### config.mk
export PLATFORM = sky130hd
export DESIGN_NAME = uart_cfg_seq
export DESIGN_NICKNAME = d
export VERILOG_FILES = /design/src/rtl/uart_cfg_seq.sv
export SDC_FILE = /design/constraint.sdc
export NUM_CORES = 1
export LEC_CHECK = 0
export CELL_PAD_IN_SITES_DETAIL_PLACEMENT = 1
export CELL_PAD_IN_SITES_GLOBAL_PLACEMENT = 2
export CORE_ASPECT_RATIO = 1.1
export CORE_MARGIN = 5
export CORE_UTILIZATION = 29
export CTS_BUF_LIST = sky130_fd_sc_hd__clkbuf_4 sky130_fd_sc_hd__clkbuf_8
export CTS_CLUSTER_DIAMETER = 150
export DETAILED_ROUTE_END_ITERATION = 6
export GPL_TIMING_DRIVEN = 0
export PLACE_DENSITY_LB_ADDON = 0.1
export SETUP_SLACK_MARGIN = 0.02
export SYNTH_ARGS = -nofsm -noshare
export SYNTH_HDL_FRONTEND = slang
export SYNTH_SLANG_ARGS = --single-unit
### constraint.sdc
create_clock -name wb_clk_i -period 1.8 [get_ports wb_clk_i]
set_input_delay 0.18 -clock wb_clk_i [delete_from_list [all_inputs] [get_ports wb_clk_i]]
set_output_delay 0.18 -clock wb_clk_i [all_outputs]
set_load 0.005 [all_outputs]
### src/rtl/uart_cfg_seq.sv
// ============================================================================
// uart_cfg_seq
// ----------------------------------------------------------------------------
// Wishbone configuration sequencer and arbiter in front of a 16550-style UART
// register port. A start request (start_i pulse, or automatically once after
// reset when AUTO_START=1) programs the UART in six writes:
//   S0 LCR with DLAB=1, S1 DLL, S2 DLM, S3 LCR with DLAB=0, S4 FCR, S5 IER.
// Each write is WRITE (strobe out) -> ACKWAIT (hold until u_ack_i) -> GAP
// (one idle bus cycle), so a zero-wait slave costs 3 cycles per step.
// When the sequencer is idle the host Wishbone port is passed straight
// through to the UART port.
//
// Ports
//   wb_clk_i, wb_rst_i        clock, asynchronous active-high reset
//   start_i                   pulse: begin configuration sequence
//   divisor_i/lcr_i/fcr_i/ier_i  configuration values, latched at start
//   busy_o                    sequence pending or running
//   done_o                    one-cycle pulse on successful completion
//   err_o                     sticky: last sequence aborted on ack timeout
//   h_*                       host Wishbone slave port
//   u_*                       UART Wishbone master port
// ============================================================================
module uart_cfg_seq #(
    parameter int ADDR_WIDTH  = 3,
    parameter int ACK_TIMEOUT = 15,
    parameter int AUTO_START  = 0
) (
    input  logic                  wb_clk_i,
    input  logic                  wb_rst_i,
    input  logic                  start_i,
    input  logic [15:0]           divisor_i,
    input  logic [7:0]            lcr_i,
    input  logic [7:0]            fcr_i,
    input  logic [7:0]            ier_i,
    output logic                  busy_o,
    output logic                  done_o,
    output logic                  err_o,
    input  logic [ADDR_WIDTH-1:0] h_adr_i,
    input  logic [7:0]            h_dat_i,
    output logic [7:0]            h_dat_o,
    input  logic                  h_we_i,
    input  logic                  h_stb_i,
    input  logic                  h_cyc_i,
    output logic                  h_ack_o,
    output logic [ADDR_WIDTH-1:0] u_adr_o,
    output logic [7:0]            u_dat_o,
    input  logic [7:0]            u_dat_i,
    output logic                  u_we_o,
    output logic                  u_stb_o,
    output logic                  u_cyc_o,
    input  logic                  u_ack_i
);

    // Counter only has to hold 0 .. ACK_TIMEOUT-1.
    localparam int CNT_W = (ACK_TIMEOUT > 1) ? $clog2(ACK_TIMEOUT) : 1;
    localparam logic [CNT_W-1:0] CNT_LAST  = CNT_W'(ACK_TIMEOUT - 1);
    localparam logic [2:0]       LAST_STEP = 3'd5;

    typedef enum logic [2:0] {
        IDLE,
        WAIT_HOST,
        WRITE,
        ACKWAIT,
        GAP
    } state_t;

    state_t           state_reg, state_next;
    logic [2:0]       step_reg, step_next;
    logic [CNT_W-1:0] cnt_reg, cnt_next;
    logic             err_reg, err_next;
    logic             auto_reg, auto_next;
    logic [15:0]      div_reg;
    logic [6:0]       lcr_reg;
    logic [7:0]       fcr_reg;
    logic [7:0]       ier_reg;
    logic             load_cfg;
    logic             pass_thru;
    logic             seq_drive;
    logic             seq_done;
    logic [ADDR_WIDTH-1:0] seq_adr;
    logic [7:0]       seq_dat;
    logic             pass_live;

    // DLAB is dictated by the step table, so the caller's bit 7 is dropped.
    logic unused_lcr_dlab;
    assign unused_lcr_dlab = lcr_i[7];

    // ------------------------------------------------------------------
    // State and configuration registers
    // ------------------------------------------------------------------
    always_ff @(posedge wb_clk_i or posedge wb_rst_i) begin
        if (wb_rst_i) begin
            state_reg <= IDLE;
            step_reg  <= 3'd0;
            cnt_reg   <= '0;
            err_reg   <= 1'b0;
            auto_reg  <= (AUTO_START != 0);
            div_reg   <= 16'd0;
            lcr_reg   <= 7'd0;
            fcr_reg   <= 8'd0;
            ier_reg   <= 8'd0;
        end else begin
            state_reg <= state_next;
            step_reg  <= step_next;
            cnt_reg   <= cnt_next;
            err_reg   <= err_next;
            auto_reg  <= auto_next;
            if (load_cfg) begin
                div_reg <= divisor_i;
                lcr_reg <= lcr_i[6:0];
                fcr_reg <= fcr_i;
                ier_reg <= ier_i;
            end
        end
    end

    // ------------------------------------------------------------------
    // Next state
    // ------------------------------------------------------------------
    always_comb begin
        state_next = state_reg;
        step_next  = step_reg;
        cnt_next   = cnt_reg;
        err_next   = err_reg;
        auto_next  = auto_reg;
        load_cfg   = 1'b0;
        pass_thru  = 1'b0;
        seq_drive  = 1'b0;
        seq_done   = 1'b0;

        case (state_reg)
            IDLE: begin
                pass_thru = 1'b1;
                // A pending auto start and an explicit start merge into one run.
                if (start_i || auto_reg) begin
                    load_cfg   = 1'b1;
                    err_next   = 1'b0;
                    auto_next  = 1'b0;
                    step_next  = 3'd0;
                    state_next = h_cyc_i ? WAIT_HOST : WRITE;
                end
            end
            WAIT_HOST: begin
                // Let the host finish its bus cycle before taking the bus.
                pass_thru = 1'b1;
                if (!h_cyc_i) begin
                    state_next = WRITE;
                end
            end
            WRITE: begin
                seq_drive  = 1'b1;
                cnt_next   = '0;
                state_next = ACKWAIT;
            end
            ACKWAIT: begin
                seq_drive = 1'b1;
                if (u_ack_i) begin
                    state_next = GAP;
                end else if (cnt_reg == CNT_LAST) begin
                    err_next   = 1'b1;
                    state_next = IDLE;
                end else begin
                    cnt_next = cnt_reg + 1'b1;
                end
            end
            GAP: begin
                if (step_reg == LAST_STEP) begin
                    seq_done   = 1'b1;
                    state_next = IDLE;
                end else begin
                    step_next  = step_reg + 1'b1;
                    state_next = WRITE;
                end
            end
            default: begin
                state_next = IDLE;
            end
        endcase
    end

    // ------------------------------------------------------------------
    // Step table: register address and value written at each step
    // ------------------------------------------------------------------
    always_comb begin
        seq_adr = '0;
        seq_dat = 8'd0;
        case (step_reg)
            3'd0: begin seq_adr = ADDR_WIDTH'(3); seq_dat = {1'b1, lcr_reg}; end
            3'd1: begin seq_adr = ADDR_WIDTH'(0); seq_dat = div_reg[7:0];    end
            3'd2: begin seq_adr = ADDR_WIDTH'(1); seq_dat = div_reg[15:8];   end
            3'd3: begin seq_adr = ADDR_WIDTH'(3); seq_dat = {1'b0, lcr_reg}; end
            3'd4: begin seq_adr = ADDR_WIDTH'(2); seq_dat = fcr_reg;         end
            3'd5: begin seq_adr = ADDR_WIDTH'(1); seq_dat = ier_reg;         end
            default: begin seq_adr = '0; seq_dat = 8'd0; end
        endcase
    end

    // ------------------------------------------------------------------
    // Bus mux. The pass-through path is combinational from the host, so it
    // is gated by reset to keep the UART port quiet while reset is held.
    // ------------------------------------------------------------------
    assign pass_live = pass_thru & ~wb_rst_i;

    assign u_adr_o = pass_live ? h_adr_i : seq_adr;
    assign u_dat_o = pass_live ? h_dat_i : seq_dat;
    assign u_we_o  = pass_live ? h_we_i  : seq_drive;
    assign u_stb_o = pass_live ? h_stb_i : seq_drive;
    assign u_cyc_o = pass_live ? h_cyc_i : seq_drive;
    assign h_ack_o = pass_live & u_ack_i;
    assign h_dat_o = u_dat_i;

    assign busy_o  = (state_reg != IDLE);
    assign done_o  = seq_done;
    assign err_o   = err_reg;

endmodule

==> results.txt, run 1 <==
status - finished with violations
failing checks - negative setup slack
Final period util - 121.9%
FILL cells - 953
Clock Tree Root - clkbuf_8
CP max stage delay - 0.46 ns
fraction of registers with async set or reset after synthesis - 100.0%
wire per inst - 18.69 um
Power per Cell Area - 1504 mW/mm2
max_slew headroom - 68.02%
max_cap viols - 0
die area - 0.01122 mm2
most common flop cell mapped by yosys - dfrtp_1
peak supply drop - 0.4946 mV
Final Hold Slack - 0.06811 ns
Ant. Diodes - 0
Setup Skew - 0.009496 ns
Yosys reg bits - 50
Ports - 92
setup_tns - -3.359 ns
Worst-Margin Slew - 0.4798 ns
critical setup path kind - reg2out
adder-cell share of the synthesized area - 3.752%
Initial Util - 29.91%
CTS tree - done
die width - 101.4 um
Pleak - 1.874 nW
grt ovf - 0
dpl hpwl - 5.849 mm
Clock transition at path regs - 0.10 ns
sequential area share after synthesis - 46.90%
Final ANT Viol Nets - 0
Worst Path Max Fanout - 4
Gate Count Post-Synth - 241
Pre-antenna DRT Iters - 4
Die H - 110.6 um
Rows - 36
Final min period - 2.194 ns
Post-Synth XOR/XNOR Area - 0%
CTS Buf Count - 5
Hold Violations, Final - 0
max FFs per register - 16
Longest Clk Path Bufs - 2
port bufs - 82
Total Wirelength - 8.972 mm
CTS Hold Buffers Added - 0
Clock Latency Late Sink - 0.31 ns
worst setup margin - -0.3940 ns
f_max - 455.8 MHz
Worst path slowest cell - dfrtp_2
Hold WC Path Type - in2async
final setup vio count - 19
core region area - 0.008919 mm2
final net count - 440
P&R area growth vs syn - 66.37%
global router's overall resource usage - 16.49%
Ys Warns - 0
first-pass GRT wire length - 14.52 mm
Post-synth EDFFs - 0
vias per cell - 4.858
startpoint type of the worst setup path - register
Buffers & Inverters on Critical Path - 4
gpl congestion - 0.7174
worst slack at placement - -0.9358 ns
Via Count - 2332
Largest delay share family, worst path - buffers and inverters
largest net degree at the start of global routing - 28
initial antenna violation count - 0
htree depth - 2
Iteration-0 DRC Markers - 40
dpl cells - 438
count of cell types in the netlist - 35
largest family of logic cells by synthesized area - multiplexers
RSZ-0062 raised after global routing - true
vias in the first global route - 2680
critical path, cell by cell - buf_6 > ha_4 > ha_4 > o41ai_4 > buf_6 > buf_6 > o21ai_2 > buf_2
DRC Markers - 0
synthesized area - 0.002668 mm2
CTS Sinks - 50
synthesized area per cell - 11.07 um2
Synth Area in Simple Gates - 8.959%
Setup crit end kind - primary output
syn nets - 315
CP dominant cell by count - buf_6
share of cells above drive strength 1 - 42.62%
Critical Path AT - 2.01 ns
Pins Over Slew Limit - 0
Synth Area in Compound Gates - 16.14%
multiplexer share of the synthesized area - 17.31%
critical path data required time - 1.62 ns
Final Non-Filler Cells - 480
fin util - 49.76%
-- layout by cell type, fill, tap and decap left out, drive strengths merged, types with 3 or more instances in the layout --
master / instances
clkbuf: 11
dfrtp: 50
a22o: 6
nor2: 10
mux2: 41
a221oi: 7
buf: 62
o21ai: 13
dlymetal6s2s: 3
nand2: 17
dlygate4sd2: 4
a22oi: 8
and2: 3
clkdlybuf4s50: 64
nand3: 3
ha: 8
a21oi: 20
inv: 9
clkinvlp: 3
-- Yosys cell counts, types with 7 or more instances --
library cell / number / area [um2]
buf_4: 8 / 60.06
mux2_2: 31 / 349.1
nand2_1: 17 / 63.81
a21oi_1: 20 / 100.1
a22oi_1: 8 / 60.06
mux2_1: 10 / 112.6
dfrtp_1: 50 / 1251
a221oi_1: 7 / 61.31
nor2_1: 9 / 33.78
ha_1: 8 / 100.1
inv_1: 10 / 37.54
o21ai_0: 13 / 65.06
-- routing by layer --
| layer | vias to the layer above | wire, um | GRT usage [%] |
|---|---|---|---|
| li1 | 1124 | - | - |
| met1 | 1135 | 3952 | 21.41 |
| met2 | 63 | 4459 | 27.57 |
| met3 | 10 | 451 | 3.342 |
| met4 | 0 | 109 | 4.433 |
| met5 | - | 0 | 0 |
-- kinds of logic (layout without fill, tap and decap cells) --
| kind of cell | after synthesis | in the layout |
|---|---|---|
| mux | 41 | 41 |
| simple gates | 46 | 46 |
| buf+inv | 32 | 157 |
| fa+ha+maj | 8 | 8 |
| flops | 50 | 50 |
| compound gates | 64 | 64 |
-- layout make-up --
class | count | area [um2] | share of cell area [%]
Inverter | 10 | 72.57 | 1.635
Clock inverter | 2 | 15.01 | 0.3383
Multi-Input combinational cell | 159 | 1513 | 34.09
Clock buffer | 5 | 68.82 | 1.551
Timing Repair Buffer | 118 | 1131 | 25.49
Tap cell | 114 | 142.6 | 3.214
Sequential cell | 50 | 1257 | 28.33
Timing Repair inverter | 1 | 8.758 | 0.1973
Buffer | 21 | 229.0 | 5.159
-- stage by stage --
stage | cell area [um2] | total power, mW
global placement | 3631 | 4.774
finish | 4438 | 6.677
global route | 4438 | 7.153
floorplan | 2668 | 3.571
CTS | 4270 | 6.426
detailed placement | 3651 | 4.828
-- repair_timing --
item,in CTS,in global routing
cloned,3,0
pin swaps,15,10
setup endpoints to repair,18,16
resized for setup,136,27
buffers inserted,25,9
-- path summary, 6_finish.rpt --
| check | start | endpoint | slack, ns | cells past startpoint |
|---|---|---|---|---|
| max | step_reg[1]$_DFFE_PP0P_ | u_dat_o[7] | -0.39 | 8 |
| min | wb_rst_i | step_reg[2]$_DFFE_PP0P_ | 0.07 | 2 |
| max reg2reg | state_reg[1]$_DFFE_PP0P_ | ier_reg[2]$_DFFE_PP0P_ | -0.02 | 5 |
| min reg2reg | fcr_reg[7]$_DFFE_PP0P_ | fcr_reg[7]$_DFFE_PP0P_ | 0.50 | 1 |
| max in group asynchronous | wb_rst_i | state_reg[2]$_DFFE_PP0P_ | 1.26 | 3 |
| min in group wb_clk_i | divisor_i[15] | div_reg[15]$_DFFE_PP0P_ | 0.47 | 2 |
-- power by group --
| part | switching [mW] | internal [mW] |
|---|---|---|
| Sequential | 0.432 | 1.67 |
| Combinational | 1.67 | 2.24 |
| Clock | 0.401 | 0.267 |
Power figures use the tool's default switching activity.
==> run 2: changes to the inputs <==
- CAP_MARGIN: not set -> 20
- SKIP_CTS_REPAIR_TIMING: not set -> 1
- clock period: 1.8 -> 2.1 ns (I/O delays scaled with it)
==> run 2 against run 1 <==
Effect of this change:
- the run still ends with negative setup slack left
- combinational power fell by 30%
- worst setup slack gained 0.29 ns
- routed wire length shrank 7.9%
- count of clock-buffer cells in the layout is the same
- global-route usage is 2.2 points lower
- via count shrank 3.4%
- critical path type unchanged
- critical endpoint is now u_dat_o[2]
==> results.txt, run 2 (synthesis results as in run 1) <==
largest net degree at the start of global routing - 28 (unchanged)
FILL cells - 968 (+1.6%)
CP dominant cell by count - buf_6
share of power burned in the clock network - 11.1% (+1.1 points)
die area - 0.01122 mm2 (unchanged)
grt ovf - 0 (unchanged)
DRC Markers - 0 (unchanged)
global router's overall resource usage - 14.33% (-2.2 points)
Hold Violations, Final - 0 (unchanged)
Pins Over Slew Limit - 0 (unchanged)
sw frac - 37.06% (-0.36 points)
Final ANT Viol Nets - 0 (unchanged)
Power per Cell Area - 1241 mW/mm2 (-18%)
Critical Path AT - 1.99 ns (-0.02 ns)
max_slew headroom - 68.15% (+0.14 points)
vias in the first global route - 2428 (-9.4%)
die width - 101.4 um (unchanged)
CTS Sinks - 50 (unchanged)
final setup vio count - 9 (-10)
Critical Path Start - step_reg[1]$_DFFE_PP0P_
CTS tree - done
htree depth - 2 (unchanged)
core region area - 0.008919 mm2 (unchanged)
r2r endpoint - cnt_reg[3]$_DFFE_PP0P_
commonest non-fill, non-tap cell in the layout - clkdlybuf4s50_1
setup_tns - -0.6212 ns (+2.738 ns)
dpl hpwl - 5.849 mm (unchanged)
Via Count - 2253 (-3.4%)
Hold WC Path Type - in2async
CTS Buf Count - 5 (unchanged)
Pre-antenna DRT Iters - 4 (unchanged)
peak supply drop - 0.4272 mV (-14%)
port bufs - 82 (unchanged)
Die H - 110.6 um (unchanged)
failing checks - negative setup slack
Worst path slowest cell - dfrtp_2
Worst-Margin Slew - 0.4777 ns (-0.002062 ns)
Reg2Reg Launch Point - cnt_reg[0]$_DFFE_PP0P_
RSZ-0062 raised after global routing - true
initial antenna violation count - 0 (unchanged)
worst setup margin - -0.1011 ns (+0.2929 ns)
Final period util - 104.8%
Ports - 92 (unchanged)
vias per cell - 4.866 (+0.16%)
Clock Tree Root - clkbuf_8
register-to-register setup slack - 0.34 ns (+0.36 ns)
f_max - 454.3 MHz
Initial Util - 29.91% (unchanged)
Seq pwr share - 35.0% (+3.5 points)
share of cells above drive strength 1 - 32.38% (-10 points)
Setup crit end kind - primary output
first-pass GRT wire length - 12.77 mm (-12%)
Setup Skew - 0.01221 ns (+0.002718 ns)
status - finished with violations
P_sw - 1.884 mW (-25%)
wire per inst - 17.85 um (-4.5%)
P&R area growth vs syn - 53.61%
final net count - 423 (-3.9%)
internal power - 3.201 mW (-23%)
Total Wirelength - 8.265 mm (-7.9%)
most frequent cells in the layout - clkdlybuf4s50_1, dfrtp_1, mux2_2
reg2reg path depth - 6 (+1)
Longest Clk Path Bufs - 2 (unchanged)
gpl congestion - 0.7174 (unchanged)
placed cell areas - 0.003651 mm2 (unchanged)
Final min period - 2.201 ns
Worst Path Max Fanout - 8 (+4)
Iteration-0 DRC Markers - 37 (-7.5%)
combinational share of power - 53.9% (-4.6 points)
max FFs per register - 16 (unchanged)
Pleak - 1.776 nW (-5.2%)
CP endpoint - u_dat_o[2]
Ant. Diodes - 0 (unchanged)
critical setup path kind - reg2out
Clock Latency Late Sink - 0.31 ns (about the same)
Rows - 36 (unchanged)
fin area - 0.004098 mm2 (-7.7%)
CP max stage delay - 0.46 ns (about the same)
Clock transition at path regs - 0.10 ns (about the same)
critical path data required time - 1.89 ns (+0.27 ns)
max_cap viols - 0 (unchanged)
startpoint type of the worst setup path - register
critical path, cell by cell - buf_6 > ha_4 > nor2b_4 > o41ai_4 > buf_6 > o21ai_1 > dlymetal6s2s_1
==> run 2: cell types whose count changed in the layout (fill, tap and decap cells not counted), moves of 5 or more <==
cell             previous run  this run
buf_2                      11         2
buf_4                      29        22
clkdlybuf4s50_1            64        71
o21ai_2                     8         1
clkbuf_2                    0         5
o21ai_1                     1         6
==> run 2: how the worst min path moves through the flow <==
stage	cells after the start	start	end
after floorplan	1	u_ack_i	err_o$_DFFE_PP0P_
after global placement	1	fcr_reg[7]$_DFFE_PP0P_	fcr_reg[7]$_DFFE_PP0P_
after detailed placement	1	fcr_reg[7]$_DFFE_PP0P_	fcr_reg[7]$_DFFE_PP0P_
after CTS	2	wb_rst_i	state_reg[1]$_DFFE_PP0P_
after global routing	2	wb_rst_i	state_reg[1]$_DFFE_PP0P_
final	2	wb_rst_i	state_reg[1]$_DFFE_PP0P_
==> run 2: final cells by class <==
class	count	area [um2]	area share, %
inverter	10	51.30	1.252
multi-input combinational	159	1385	33.80
buffer	21	180.2	4.397
clock buffer	5	68.82	1.679
clock inverter	2	15.01	0.3664
tap	114	142.6	3.481
timing repair buffer	102	999.7	24.40
sequential	50	1255	30.63
==> run 2: worst max-delay path: cells and delay by family (launching register included) <==
kind / cells / cell delay, ns
adder cells (fa/ha/maj): 1 / 0.20
flip-flops: 1 / 0.46
AND/OR/NAND/NOR: 1 / 0.15
buffers and inverters: 3 / 0.47
AO/OA/AOI/OAI: 2 / 0.40
==> run 2: power groups by stage <==
stage | logic, mW | registers (mW) | clock network, mW
floorplan | 1.41 | 1.65 | 0
global route | 3.03 | 1.84 | 0.624
finish | 2.74 | 1.78 | 0.564
detailed placement | 2.40 | 1.74 | 0
CTS | 2.41 | 1.72 | 0.581
global placement | 2.37 | 1.73 | 0
==> run 2: metrics by stage <==
step | power, mW | hold slack [ns] | instances | setup slack (ns) | utilization [%]
floorplan | 3.060 | 0.3222 | 241 | 0.2811 | -
finish | 5.085 | 0.3395 | 463 | -0.1011 | 45.95
global route | 5.496 | 0.3626 | 463 | -0.2006 | 45.95
detailed placement | 4.138 | 0.4717 | 438 | -0.6658 | 40.94
global placement | 4.092 | 0.4675 | 437 | -1.256 | 40.71
CTS | 4.713 | 0.3427 | 445 | -1.024 | 41.88
==> run 2: metal layers <==
metal	vias to the layer above	global-route usage [%]	part of all wire (%)
met5	-	0	0
met4	0	3.457	1.4
met3	10	3.090	5.5
met2	66	23.04	48
met1	1090	19.48	45
li1	1087	-	-
==> run 3: changes to the inputs <==
- CORE_UTILIZATION: 29 -> 31
- clock period: 2.1 -> 2.57 ns (I/O delays scaled with it)
==> run 3 against run 2 <==
Effect of this change:
- the run now ends clean
- count of clock-buffer cells in the layout rose by 1
- clock skew fell by 0.0071 ns
- sequential share of layout area rose by 0.71 points
- critical endpoint is now u_dat_o[1]
- largest power group unchanged
==> results.txt, run 3 (synthesis results as in run 1) <==
Setup crit end kind - primary output
RSZ-0062 raised after global routing - true
wire per inst - 17.98 um (+0.71%)
Ports - 92 (unchanged)
Final ANT Viol Nets - 0 (unchanged)
DRC Markers - 0 (unchanged)
dpl hpwl - 5.849 mm (about the same)
Clock Latency Late Sink - 0.30 ns (about the same)
Final min period - 2.521 ns
setup_tns - 0 ns (+0.6212 ns)
CP max stage delay - 0.44 ns (-0.02 ns)
die width - 98.45 um (-3.0%)
Pre-antenna DRT Iters - 5 (+1)
CTS tree - done
largest net degree at the start of global routing - 39 (+39%)
initial antenna violation count - 0 (unchanged)
final net count - 412 (-2.6%)
register-to-register setup slack - 0.76 ns (+0.42 ns)
Ant. Diodes - 0 (unchanged)
die area - 0.01056 mm2 (-5.9%)
grt ovf - 0 (unchanged)
Clock transition at path regs - 0.09 ns (about the same)
Worst path slowest cell - clkdlybuf4s50_1
Setup Skew - 0.005122 ns (-0.007092 ns)
fin area - 0.003996 mm2 (-2.5%)
htree depth - 2 (unchanged)
vias per cell - 4.933 (+1.4%)
vias in the first global route - 2329 (-4.1%)
CTS Buf Count - 5 (unchanged)
peak supply drop - 0.3530 mV (-17%)
Total Wirelength - 8.090 mm (-2.1%)
Pins Over Slew Limit - 0 (unchanged)
Reg2Reg Launch Point - cnt_reg[0]$_DFFE_PP0P_
Longest Clk Path Bufs - 2 (unchanged)
CTS Sinks - 50 (unchanged)
global router's overall resource usage - 14.92% (+0.59 points)
most frequent cells in the layout - clkdlybuf4s50_1, dfrtp_1, mux2_2
final setup vio count - 0 (-9)
share of cells above drive strength 1 - 25.66% (-6.7 points)
fin util - 47.53% (+1.6 points)
Critical Path AT - 2.26 ns (+0.27 ns)
f_max - 396.7 MHz
commonest non-fill, non-tap cell in the layout - clkdlybuf4s50_1
critical setup path kind - reg2out
placed cell areas - 0.003647 mm2 (-0.10%)
status - finished clean
Power per Cell Area - 1047 mW/mm2 (-16%)
Clock Tree Root - clkbuf_8
Die H - 107.3 um (-3.0%)
Iteration-0 DRC Markers - 37 (unchanged)
CP dominant cell by count - buf_4
Hold WC Path Type - in2async
Worst-Margin Slew - 0.4342 ns (-0.04348 ns)
max FFs per register - 16 (unchanged)
P&R area growth vs syn - 49.81%
critical path, cell by cell - buf_4 > ha_4 > nor2b_4 > o41ai_4 > buf_4 > o21ai_1 > clkdlybuf4s50_1
Rows - 35 (-2.8%)
critical path data required time - 2.31 ns (+0.42 ns)
core region area - 0.008408 mm2 (-5.7%)
Pleak - 1.723 nW (-3.0%)
gpl congestion - 0.7114 (-0.84%)
max_cap viols - 0 (unchanged)
max_slew headroom - 71.05% (+2.9 points)
startpoint type of the worst setup path - register
Initial Util - 31.73% (+1.8 points)
Hold Violations, Final - 0 (unchanged)
Worst Path Max Fanout - 8 (unchanged)
first-pass GRT wire length - 12.38 mm (-3.0%)
port bufs - 82 (unchanged)
Final period util - 98.09%
Via Count - 2220 (-1.5%)
Critical Path Start - step_reg[1]$_DFFE_PP0P_
[run 3: changes by cell type in the layout (fill, tap and decap cells not counted), moves of 4 or more]
cell / change
o21ai_0: +6
o21ai_1: -5
buf_6: -6
buf_4: -7
clkbuf_2: -4
[run 3: final timing paths]
check / end / depth (start not counted)
min reg2reg: ier_reg[7]$_DFFE_PP0P_ / 1
max reg2reg: cnt_reg[3]$_DFFE_PP0P_ / 6
min in group wb_clk_i: ier_reg[7]$_DFFE_PP0P_ / 1
max: u_dat_o[1] / 7
max in group asynchronous: lcr_reg[4]$_DFFE_PP0P_ / 3
min: state_reg[1]$_DFFE_PP0P_ / 2
[run 3: where the power goes]
part	switching, mW	leakage (nW)	internal (mW)	total (mW)
registers	0.274	0.605	1.17	1.44
clock network	0.269	0.0548	0.301	0.570
logic	0.933	1.06	1.24	2.17
[run 3: routing by layer]
metal  routed length [um]  up-vias  track usage (%)
met5                    0        -                0
met4                   80        0            3.512
met3                  309        6            2.852
met2                 4038       68            25.31
met1                 3662     1087            19.69
li1                     -     1059                -
[run 3: per-stage QoR]
step / total power, mW / hold WS, ns / setup slack, ns / instances
5_1_grt: 4.515 / 0.3720 / -0.04542 / 450
3_5_place_dp: 3.385 / 0.4747 / -0.3195 / 435
3_3_place_gp: 3.330 / 0.4662 / -0.8658 / 434
4_1_cts: 3.973 / 0.2859 / -0.6676 / 443
2_1_floorplan: 2.501 / 0.3692 / 0.6571 / 241
6_report: 4.184 / 0.3342 / 0.04921 / 450
[run 3: worst max-delay path, delay by kind of cell (launching register included)]
kind / cells / cell delay, ns
buffers and inverters: 3 / 0.78
DFF: 1 / 0.42
AOI/OAI and AO/OA: 2 / 0.39
adders and majority gates: 1 / 0.21
and+or+nand+nor: 1 / 0.15
[run 3: layout make-up]
cell class / instances / area, um2
Multi-Input combinational cell: 159 / 1351
Tap cell: 111 / 138.9
Timing Repair Buffer: 91 / 918.4
Clock inverter: 2 / 37.54
Inverter: 10 / 37.54
Buffer: 21 / 183.9
Fill cell: 922 / 4412
Clock buffer: 6 / 76.32
Sequential cell: 50 / 1252
